===== src/rtl/sdram_pkg.sv =====
// Shared definitions for the SDR SDRAM x4 responder: command codes,
// mode-register layout, burst states and the mode-register decoder.
package sdram_pkg;

    typedef enum logic [2:0] {
        CMD_LMR = 3'b000,
        CMD_REF = 3'b001,
        CMD_PRE = 3'b010,
        CMD_ACT = 3'b011,
        CMD_WR  = 3'b100,
        CMD_RD  = 3'b101,
        CMD_BST = 3'b110,
        CMD_NOP = 3'b111
    } cmd_e;

    typedef enum logic [1:0] {
        ST_IDLE,
        ST_WR_BURST,
        ST_RD_BURST
    } burst_state_e;

    // Mode-register field offsets within addr
    localparam int MR_BL_LSB = 0;
    localparam int MR_BT_BIT = 3;
    localparam int MR_CL_LSB = 4;

    typedef struct packed {
        logic [1:0] bl_code;    // burst length = 2**bl_code
        logic       interleave;
        logic       cl3;        // 1: CAS latency 3, 0: CAS latency 2
    } mode_t;

    typedef struct packed {
        logic  ok;
        mode_t mode;
    } mode_dec_t;

    localparam mode_t MODE_RESET = '{bl_code: 2'd0, interleave: 1'b0, cl3: 1'b0};

    // Decode a LOAD MODE opcode; ok=0 for reserved burst lengths or CAS latencies
    function automatic mode_dec_t mode_decode(input logic [6:0] op);
        mode_dec_t r;
        r.ok              = (op[MR_BL_LSB+2] == 1'b0) &&
                            ((op[MR_CL_LSB+:3] == 3'd2) || (op[MR_CL_LSB+:3] == 3'd3));
        r.mode.bl_code    = op[MR_BL_LSB+:2];
        r.mode.interleave = op[MR_BT_BIT];
        r.mode.cl3        = op[MR_CL_LSB];
        return r;
    endfunction

    // Low-column mask covering the bits that wrap inside a burst
    function automatic logic [2:0] bl_mask(input logic [1:0] bl_code);
        case (bl_code)
            2'd0:    return 3'b000;
            2'd1:    return 3'b001;
            2'd2:    return 3'b011;
            default: return 3'b111;
        endcase
    endfunction

endpackage


===== src/rtl/sdram_rd_pipe.sv =====
// CAS-latency read pipeline: carries beat-valid and data from the
// synchronous array read to the DQ pins, with a separate two-deep DQM
// delay line. Everything holds while cke is low.
module sdram_rd_pipe #(
    parameter int DQ_W = 4
) (
    input  logic            clk,
    input  logic            rst_n,
    input  logic            cke,
    input  logic            cl3,
    input  logic            issue,
    input  logic            dqm,
    input  logic [DQ_W-1:0] rd_data,
    output logic [DQ_W-1:0] dq_o,
    output logic            dq_oe
);

    logic            v0, v1, v2;
    logic            m1, m2;
    logic [DQ_W-1:0] d1, d2;
    logic            drive;

    // Stage 0 is the array output register; CL2 taps stage 1, CL3 taps stage 2
    always_comb begin
        drive = (cl3 ? v2 : v1) & ~m2;
    end

    // Shift valid/data/mask one stage per enabled clock
    always_ff @(posedge clk) begin
        if (!rst_n) begin
            v0    <= 1'b0;
            v1    <= 1'b0;
            v2    <= 1'b0;
            m1    <= 1'b0;
            m2    <= 1'b0;
            d1    <= '0;
            d2    <= '0;
            dq_o  <= '0;
            dq_oe <= 1'b0;
        end else if (cke) begin
            v0    <= issue;
            m1    <= dqm & issue;
            m2    <= m1;
            v1    <= v0;
            d1    <= rd_data;
            v2    <= v1;
            d2    <= d1;
            dq_oe <= drive;
            dq_o  <= drive ? (cl3 ? d2 : d1) : '0;
        end
    end

endmodule


===== src/rtl/sdram_x4_responder.sv =====
// SDR SDRAM x4 device responder: command decode, mode register,
// per-bank open-row tracking, burst sequencing and a small array.
//
//   state        | meaning
//   ST_IDLE      | no burst in progress
//   ST_WR_BURST  | write beats being stored, one per enabled clock
//   ST_RD_BURST  | read beats being issued into the CAS pipeline
import sdram_pkg::*;

module sdram_x4_responder #(
    parameter int DQ_W   = 4,
    parameter int ROW_W  = 12,
    parameter int COL_W  = 10,
    parameter int MEM_AW = 8
) (
    input  logic             clk,
    input  logic             rst_n,
    input  logic             cke,
    input  logic             cs_n,
    input  logic             ras_n,
    input  logic             cas_n,
    input  logic             we_n,
    input  logic [ROW_W-1:0] addr,
    input  logic [1:0]       ba,
    input  logic             dqm,
    input  logic [DQ_W-1:0]  dq_i,
    output logic [DQ_W-1:0]  dq_o,
    output logic             dq_oe,
    output logic [3:0]       bank_open,
    output logic             err
);

    localparam int CW = MEM_AW - 2;   // column bits that reach the array

    burst_state_e     state_q;
    logic [1:0]       bank_q;
    logic [CW-1:0]    col_q;
    logic [2:0]       cnt_q;
    logic             ap_q;
    mode_t            mode_q;
    logic [3:0]       open_q;
    logic             err_q;
    logic [ROW_W-1:0] row_q [4];

    logic [DQ_W-1:0]  mem [2**MEM_AW];
    logic [DQ_W-1:0]  rd_data;

    cmd_e             cmd;
    mode_dec_t        dec;
    logic [COL_W-1:0] col_full;
    logic             rw_ok, pre_hit, cont, issue, b_wr, b_ap, last;
    logic [1:0]       b_bank;
    logic [CW-1:0]    b_col;
    logic [2:0]       b_cnt, mask, low;
    logic [MEM_AW-1:0] b_addr;
    logic             unused_bits;

    assign col_full  = addr[COL_W-1:0];
    assign dec       = mode_decode(addr[6:0]);
    assign bank_open = open_q;
    assign err       = err_q;
    // Row is tracked for protocol fidelity only; storage ignores it
    assign unused_bits = ^{row_q[0], row_q[1], row_q[2], row_q[3], col_full[COL_W-1:CW]};

    // Command decode and selection of the beat issued this clock
    always_comb begin
        cmd     = (cke && !cs_n) ? cmd_e'({ras_n, cas_n, we_n}) : CMD_NOP;
        rw_ok   = ((cmd == CMD_RD) || (cmd == CMD_WR)) && open_q[ba];
        pre_hit = (cmd == CMD_PRE) && (addr[10] || (ba == bank_q));
        cont    = cke && (state_q != ST_IDLE) && !rw_ok && (cmd != CMD_BST) && !pre_hit;
        issue   = rst_n && (rw_ok || cont);
        b_bank  = bank_q;
        b_col   = col_q;
        b_cnt   = cnt_q;
        b_wr    = (state_q == ST_WR_BURST);
        b_ap    = ap_q;
        if (rw_ok) begin
            b_bank = ba;
            b_col  = col_full[CW-1:0];
            b_cnt  = 3'd0;
            b_wr   = (cmd == CMD_WR);
            b_ap   = addr[10];
        end
        mask   = bl_mask(mode_q.bl_code);
        low    = mode_q.interleave ? (b_col[2:0] ^ b_cnt) : (b_col[2:0] + b_cnt);
        b_addr = {b_bank, b_col[CW-1:3], (b_col[2:0] & ~mask) | (low & mask)};
        last   = issue && (b_cnt == mask);
    end

    // Single-port array: at most one beat (read or write) per clock
    always_ff @(posedge clk) begin
        if (issue && b_wr && !dqm) begin
            mem[b_addr] <= dq_i;
        end
        if (issue && !b_wr) begin
            rd_data <= mem[b_addr];
        end
    end

    // Burst FSM, bank state, mode register and error pulse
    always_ff @(posedge clk) begin
        if (!rst_n) begin
            state_q <= ST_IDLE;
            bank_q  <= '0;
            col_q   <= '0;
            cnt_q   <= '0;
            ap_q    <= 1'b0;
            mode_q  <= MODE_RESET;
            open_q  <= '0;
            err_q   <= 1'b0;
        end else begin
            err_q <= 1'b0;

            if (issue) begin
                state_q <= last ? ST_IDLE : (b_wr ? ST_WR_BURST : ST_RD_BURST);
                bank_q  <= b_bank;
                col_q   <= b_col;
                cnt_q   <= b_cnt + 3'd1;
                ap_q    <= b_ap;
            end else if ((cmd == CMD_BST) || pre_hit) begin
                state_q <= ST_IDLE;
            end

            case (cmd)
                CMD_ACT: begin
                    if (open_q[ba]) begin
                        err_q <= 1'b1;
                    end else begin
                        open_q[ba] <= 1'b1;
                        row_q[ba]  <= addr;
                    end
                end
                CMD_PRE: begin
                    if (addr[10]) open_q <= '0;
                    else          open_q[ba] <= 1'b0;
                end
                CMD_REF: begin
                    if (|open_q) err_q <= 1'b1;
                end
                CMD_LMR: begin
                    if ((|open_q) || (state_q != ST_IDLE) || !dec.ok) err_q <= 1'b1;
                    else mode_q <= dec.mode;
                end
                CMD_RD, CMD_WR: begin
                    if (!open_q[ba]) err_q <= 1'b1;
                end
                default: ;
            endcase

            // Auto-precharge closes the bank once its final beat has issued
            if (last && b_ap) begin
                open_q[b_bank] <= 1'b0;
            end
        end
    end

    sdram_rd_pipe #(.DQ_W(DQ_W)) u_rd_pipe (
        .clk     (clk),
        .rst_n   (rst_n),
        .cke     (cke),
        .cl3     (mode_q.cl3),
        .issue   (issue && !b_wr),
        .dqm     (dqm),
        .rd_data (rd_data),
        .dq_o    (dq_o),
        .dq_oe   (dq_oe)
    );

endmodule

===== config.mk =====
export PLATFORM = sky130hd
export DESIGN_NAME = sdram_x4_responder
export DESIGN_NICKNAME = d
export VERILOG_FILES = /design/src/rtl/sdram_pkg.sv /design/src/rtl/sdram_rd_pipe.sv /design/src/rtl/sdram_x4_responder.sv
export SDC_FILE = /design/constraint.sdc
export NUM_CORES = 1
export LEC_CHECK = 0
export BUFFER_PORTS_ARGS = -buffer_cell sky130_fd_sc_hd__buf_2
export CAP_MARGIN = 10
export CORE_UTILIZATION = 45
export DETAILED_ROUTE_END_ITERATION = 8
export GPL_ROUTABILITY_DRIVEN = 0
export GPL_TIMING_DRIVEN = 0
export SKIP_CTS_REPAIR_TIMING = 1
export SYNTH_ARGS = -nofsm -noshare
export SYNTH_HDL_FRONTEND = slang
export SYNTH_HIERARCHICAL = 1
export SYNTH_SLANG_ARGS = --single-unit

===== constraint.sdc =====
create_clock -name clk -period 3.8 [get_ports clk]
set_clock_uncertainty 0.1 [all_clocks]
set_input_delay 0.19 -clock clk [delete_from_list [all_inputs] [get_ports clk]]
set_output_delay 0.19 -clock clk [all_outputs]
set_load 0.005 [all_outputs]

======== After elaboration in Yosys (flattened, before gate mapping) ========
Memory sizes are Yosys's and may differ from the RTL's. A register that Yosys moved wholly into a read port is not among the register bits.
Index checks and enable logic that the tools add are counted.
operators by class
  $add $sub $neg .......................... 2
  magnitude comparators ................... 4
  equal/unequal tests ..................... 14
  mux-type cells .......................... 33
  bitwise logic cells ..................... 15
  reductions and logical operators ........ 36
operators with widths
  kind                 number
  $mux 4               6
  $logic_and 1x1->1    16
  $eq 3x2->1 const B   4
  $mux 1               12
  $mux 2               5
  $eq 3x3->1 const B   3
  $mux 3               3
  $pmux 3 s3           1
  $and 4x4->4          2
  $not 4->4            2
  $pmux 4 s2           1
  $logic_or 1x1->1     7
  $and 3x3->3          2
  $logic_not 1->1      6
  $lt 2x3->1 const B   2
  $mux 6               1
  $demux 1 s2          2
  $eq 2x1->1 const B   2
  $ge 2x1->1 const B   2
  $or 4x4->4           1
  $pmux 1 s4           1
  $reduce_bool 2->1    2
  $reduce_or 4->1      1
  $add 3x1->3 const B  1
  16 further kinds     19
storage, ports and cells
  flip-flop bits (word level) ............. 41
  memory bits (writable) .................. 1024
  output and inout port bits .............. 10
  memories ................................ 1
memory list
  memory  depth  bits a word  rd ports  clocked after memory_dff  write ports  line                      source
  mem     256    4            1         1                         1            sdram_x4_responder.sv:45  logic [DQ_W-1:0] mem [2**MEM_AW];

======== Longest topological paths before layout ========
  word-level depth ........................ 16
  depth in mapped cells ................... 19

======== Modules after synthesis ========
The synthesis kept the hierarchy.
modules (own cells, without submodules)
  module              times used  cells an instance  area an instance (µm²)  sequential area each (µm²)
  sdram_x4_responder  1           3103               43883.3                 31330.0
  sdram_rd_pipe       1           68                 748.2                   360.3

======== Worst setup path after synthesis ========
No wires, ideal clock.
  path kind ............................... in2reg
  start ................................... input port ba[1]
  end ..................................... register rd_data[1], read port of mem, data pin
  arrival time ............................ 3.825 ns
  required time ........................... 3.425 ns
  path slack .............................. -0.401 ns
  cell stages on the path ................. 19
  buffers on the path ..................... 6
  cells stage by stage .................... buf_2 -> mux4_2 -> nand2_1 -> buf_4 -> buf_2 -> buf_1 -> and3_1 -> ha_1 -> a21oi_1 -> or3_1 -> a21oi_1 -> o211a_1 -> a21oi_1 -> clkbuf_1 -> buf_2 -> o22ai_1 -> a41oi_1 -> o41ai_1 -> nand4_1
between the ends
  cells in the longest elaborated chain, start to end .. 10
  elaborated cells on any way between the ends .. 25
RTL lines
  what                                                                  line                      source
  start, declared                                                       sdram_x4_responder.sv:24  input logic [1:0] ba,
  parallel branches: the longest is 10 deep, another holds $add 3x3->3  -
  end, declared                                                         sdram_x4_responder.sv:46  logic [DQ_W-1:0] rd_data;
Parallel ways; which one is timed is not known. The select of a mux whose other input is x is not followed.
A chain may end at the register's enable or synchronous reset.

======== Worst setup path after layout ========
  start ................................... register open_q[3] (netlist: bank_open[3])
  end ..................................... register rd_data[2], read port of mem, data pin
between the ends
  cells in the longest elaborated chain, start to end .. 10
  elaborated cells on any way between the ends .. 21
RTL lines
  what                                                                 line                       source
  start, declared                                                      sdram_x4_responder.sv:41   logic [3:0] open_q;
  start signal, assigned                                               sdram_x4_responder.sv:109  open_q <= '0;
  start signal, assigned by index                                      sdram_x4_responder.sv:129  open_q[ba] <= 1'b1;
  start signal, assigned                                               sdram_x4_responder.sv:134  if (addr[10]) open_q <= '0;
  $bmux 1 s2 (*)                                                       sdram_x4_responder.sv:68   rw_ok = ((cmd == CMD_RD) || (cmd == CMD_WR)) && open_q[ba];
  $mux 1 (implied by the code) (*)                                     sdram_x4_responder.sv:68
  $logic_and 1x1->1 (*)                                                sdram_x4_responder.sv:68
  parallel branches: the longest is 7 deep, another holds $add 3x3->3  -
Mark *: on every way between the ends. The select of a mux whose other input is x is not followed.

==> impl_metrics.py <==
metrics = {
    "status": {
        "status": "finished with violations",
        "violations": "DRC, hold timing, setup timing",
    },
    "yosys": {
        "synth_ff_type": "edfxtp_1",
        "netlist_instances": 3171,
        "avgSynthCellArea_um2": 14.07,
        "synth_edf_count": 1028,
        "synth_area_leader_cell": "edfxtp_1",
        "ys_warn_count": 6,
        "synth_nets": 3198,
        "synth_cell_types": 51,
        "synth-seq-cells": 1069,
        "yosysTopAreaCellShare": 0.6917,
        "seq_area_frac_synth": 0.7100,
        "synth_area_leaders": "edfxtp_1, mux2i_1, nor2_1",
        "ys_async_sr_fraction": 0,
        "synthesis.area_um2": 44630,
    },
    "die": {
        "fp.coreArea_um2": 98280,
        "io_pins": 36,
        "start_util": 0.4541,
        "dieArea_um2": 100400,
        "die_h_um": 316.9,
        "die_x_um": 316.9,
        "num_rows": 115,
    },
    "power_and_ir_drop": {
        "vdd_drop_max_mv": 0.5066,
        "power_per_cell_area_nw_per_um2": 427.6,
        "leakage_nw": 21.14,
        "power.total_mw": 23.65,
    },
    "route": {
        "wl_um": 143700,
        "drc_errors": 4,
        "wl_per_cell_um": 30.11,
        "dr_total_vias": 28712,
        "drt-initial-drc-count": 3558,
        "drtPass1Iterations": 7,
        "via_per_inst": 6.017,
        "ant_nets": 0,
    },
    "setup_path": {
        "slowest_delay_ps": 580,
        "path_class": "reg2reg",
        "arrival_ps": 4960,
        "crit_chain": "mux4_2 -> and2_4 -> buf_8 -> buf_8 -> o21ai_4 -> ha_4 -> a21oi_2 -> or3_1 -> a21oi_2 -> o211a_4 -> a21oi_2 -> buf_8 -> clkbuf_16 -> o22ai_1 -> a41oi_2 -> o41ai_2 -> nand4_1",
        "endpoint_kind": "register",
        "cp_slowest_cell": "mux4_2",
        "startpoint_type": "register",
        "critPathMaxFanout": 10,
        "worst_ep_required_time_ps": 4050,
    },
    "global_route": {
        "grt_pass1_wl_um": 192900,
        "track_usage": 0.2741,
        "antenna_found_initial": 2,
        "grt_pass1_vias": 27228,
        "overflow": 0,
        "grt_max_degree": 139,
    },
    "cells_and_area": {
        "fillers": 7705,
        "drive_gt1_frac": 0.2555,
        "areaGrowthSynthToFinish_pct": 23.90,
        "fin_nets": 3421,
        "fin_area_um2": 55300,
        "regArea_um2": 31690,
        "multiInputGateArea_um2": 15300,
        "final_cells": 4772,
    },
    "placement": {
        "pre_cts_slack_ps": -2277,
        "io_buffers": 29,
        "dpl-instance-area_um2": 47460,
        "dp.cells": 4496,
        "dp_hpwl_um": 95290,
    },
    "worst_hold_path": {
        "min_path_type": "in2reg",
    },
    "sta": {
        "tightestPinTransition_ps": 1115,
        "setup_viol": 1028,
        "finalWorstSetupSlack_ps": -909.9,
        "hold_viol_final": 2,
        "rsz0062_at_grt": "yes",
        "finalCriticalPeriod_ps": 4710,
        "fin_crit_sh": 1.239,
        "slew_violations": 0,
        "max_freq_mhz": 212.3,
        "slew-limit-headroom": 0.2566,
        "holdWs_ps": -6.807,
    },
    "job": {
        "max-cap-violations": 0,
    },
    "clocking": {
        "clkSinkCount": 1069,
        "cts_buffers": 108,
        "htreeDepth": 3,
        "path_clk_slew_ps": 60,
        "cts_max_path_buffers": 3,
        "clk_latency_ps": 710,
        "cts_root_buffer": "clkbuf_16",
        "cts_tree": "built",
    },
}
## report_power, final
group / internal (mW) / switching, mW
registers: 12.9 / 0.00271
logic: 0.0787 / 0.249
clock network: 5.88 / 4.53
## cells in the mapped netlist, drive strengths merged (2+ instances only)
library cell	instances
edfxtp	1028
nand3b	6
and3	3
mux2i	534
a31oi	5
o211a	2
a41oi	64
a21oi	16
inv	4
o22ai	257
nand2	69
nor2b	26
a22o	3
nand2b	2
clkbuf	79
xnor2	4
o21ai	15
dfxtp	41
or3	3
o31ai	2
xor2	4
or2	6
o41ai	16
nor2	782
and2	5
nor3	2
buf	145
nor4	5
nand3	11
a21boi	11
nand4	5
nor3b	4
## kinds of logic (layout without fill, tap and decap cells)
group	Yosys count	count (layout)	share of synthesized area
muxes	536	536	0.1206
AOI/OAI and AO/OA	397	397	0.06041
other	0	1	0
xor gates and xnor gates	8	8	0.001570
DFF	1069	1069	0.7100
adders and majority gates	1	1	0.0002803
buffers and inverters	228	541	0.02372
and+or+nand+nor	932	932	0.08337
## final cells by class
cell class                 count  area share
sequential                  1069      0.5731
multi-input combinational   1874      0.2767
clock buffer                 132     0.05089
buffer                       222     0.03444
tap                         1287     0.02912
timing repair buffer         115     0.02403
clock inverter                68     0.01136
inverter                       4   0.0002715
antenna                        1  0.00004525
## per-stage QoR
| stage | TNS, ps | utilization |
|---|---|---|
| 2_1_floorplan | -2519 | - |
| 3_3_place_gp | -2538690 | 0.4801 |
| 3_5_place_dp | -1496980 | 0.4830 |
| 4_1_cts | -1369560 | 0.5180 |
| 5_1_grt | -566250 | 0.5627 |
| 6_report | -459040 | 0.5627 |
## critical path, delay by kind of cell, from the launching register on
kind | cells | cell delay [ps]
and+or+nand+nor | 3 | 850
DFF | 1 | 330
buffers and inverters | 4 | 600
adders and majority gates | 1 | 150
muxes | 1 | 580
AOI/OAI and AO/OA | 8 | 1700
## cells in the final DEF, fill, tap and decap left out, types with 37 or more instances in the layout
master	synthesis	final
buf_2	126	101
buf_4	8	48
clkbuf_1	79	37
clkbuf_16	0	122
dfxtp_1	41	39
edfxtp_1	1028	1028
mux2i_1	534	533
nand2_1	69	44
nor2_1	782	620
nor2_2	0	72
nor2_4	0	90
o22ai_1	256	104
o22ai_2	1	91
o22ai_4	0	62
## sequential cells by signal, indices dropped and copies added, names as in the netlist, 3 cells and up
| signal | cells |
|---|---|
| u_rd_pipe/dq_o | 4 |
| u_rd_pipe/d2 | 4 |
| col_q | 6 |
| bank_open | 4 |
| rd_data | 4 |
| u_rd_pipe/d1 | 4 |
| mode_q | 4 |
| cnt_q | 3 |
| mem | 1024 |
## path summary, 6_finish.rpt
path                            end              start  slack [ps]  cells past startpoint
setup reg to reg         rd_data[2]       bank_open[3]        -910                     17
hold reg to reg   u_rd_pipe/dq_o[1]  u_rd_pipe/dq_o[1]         360                      2
setup / recovery         rd_data[2]       bank_open[3]        -910                     17
hold / removal           state_q[0]               we_n          -7                      5
## per-layer routing
metal	track usage	share of wire	up-vias
met3	0.05902	0.098	321
met2	0.4288	0.46	1457
li1	-	-	12452
met4	0.1164	0.054	0
met5	0	0	-
met1	0.3710	0.39	14482
(Power assumes the default switching activity.)
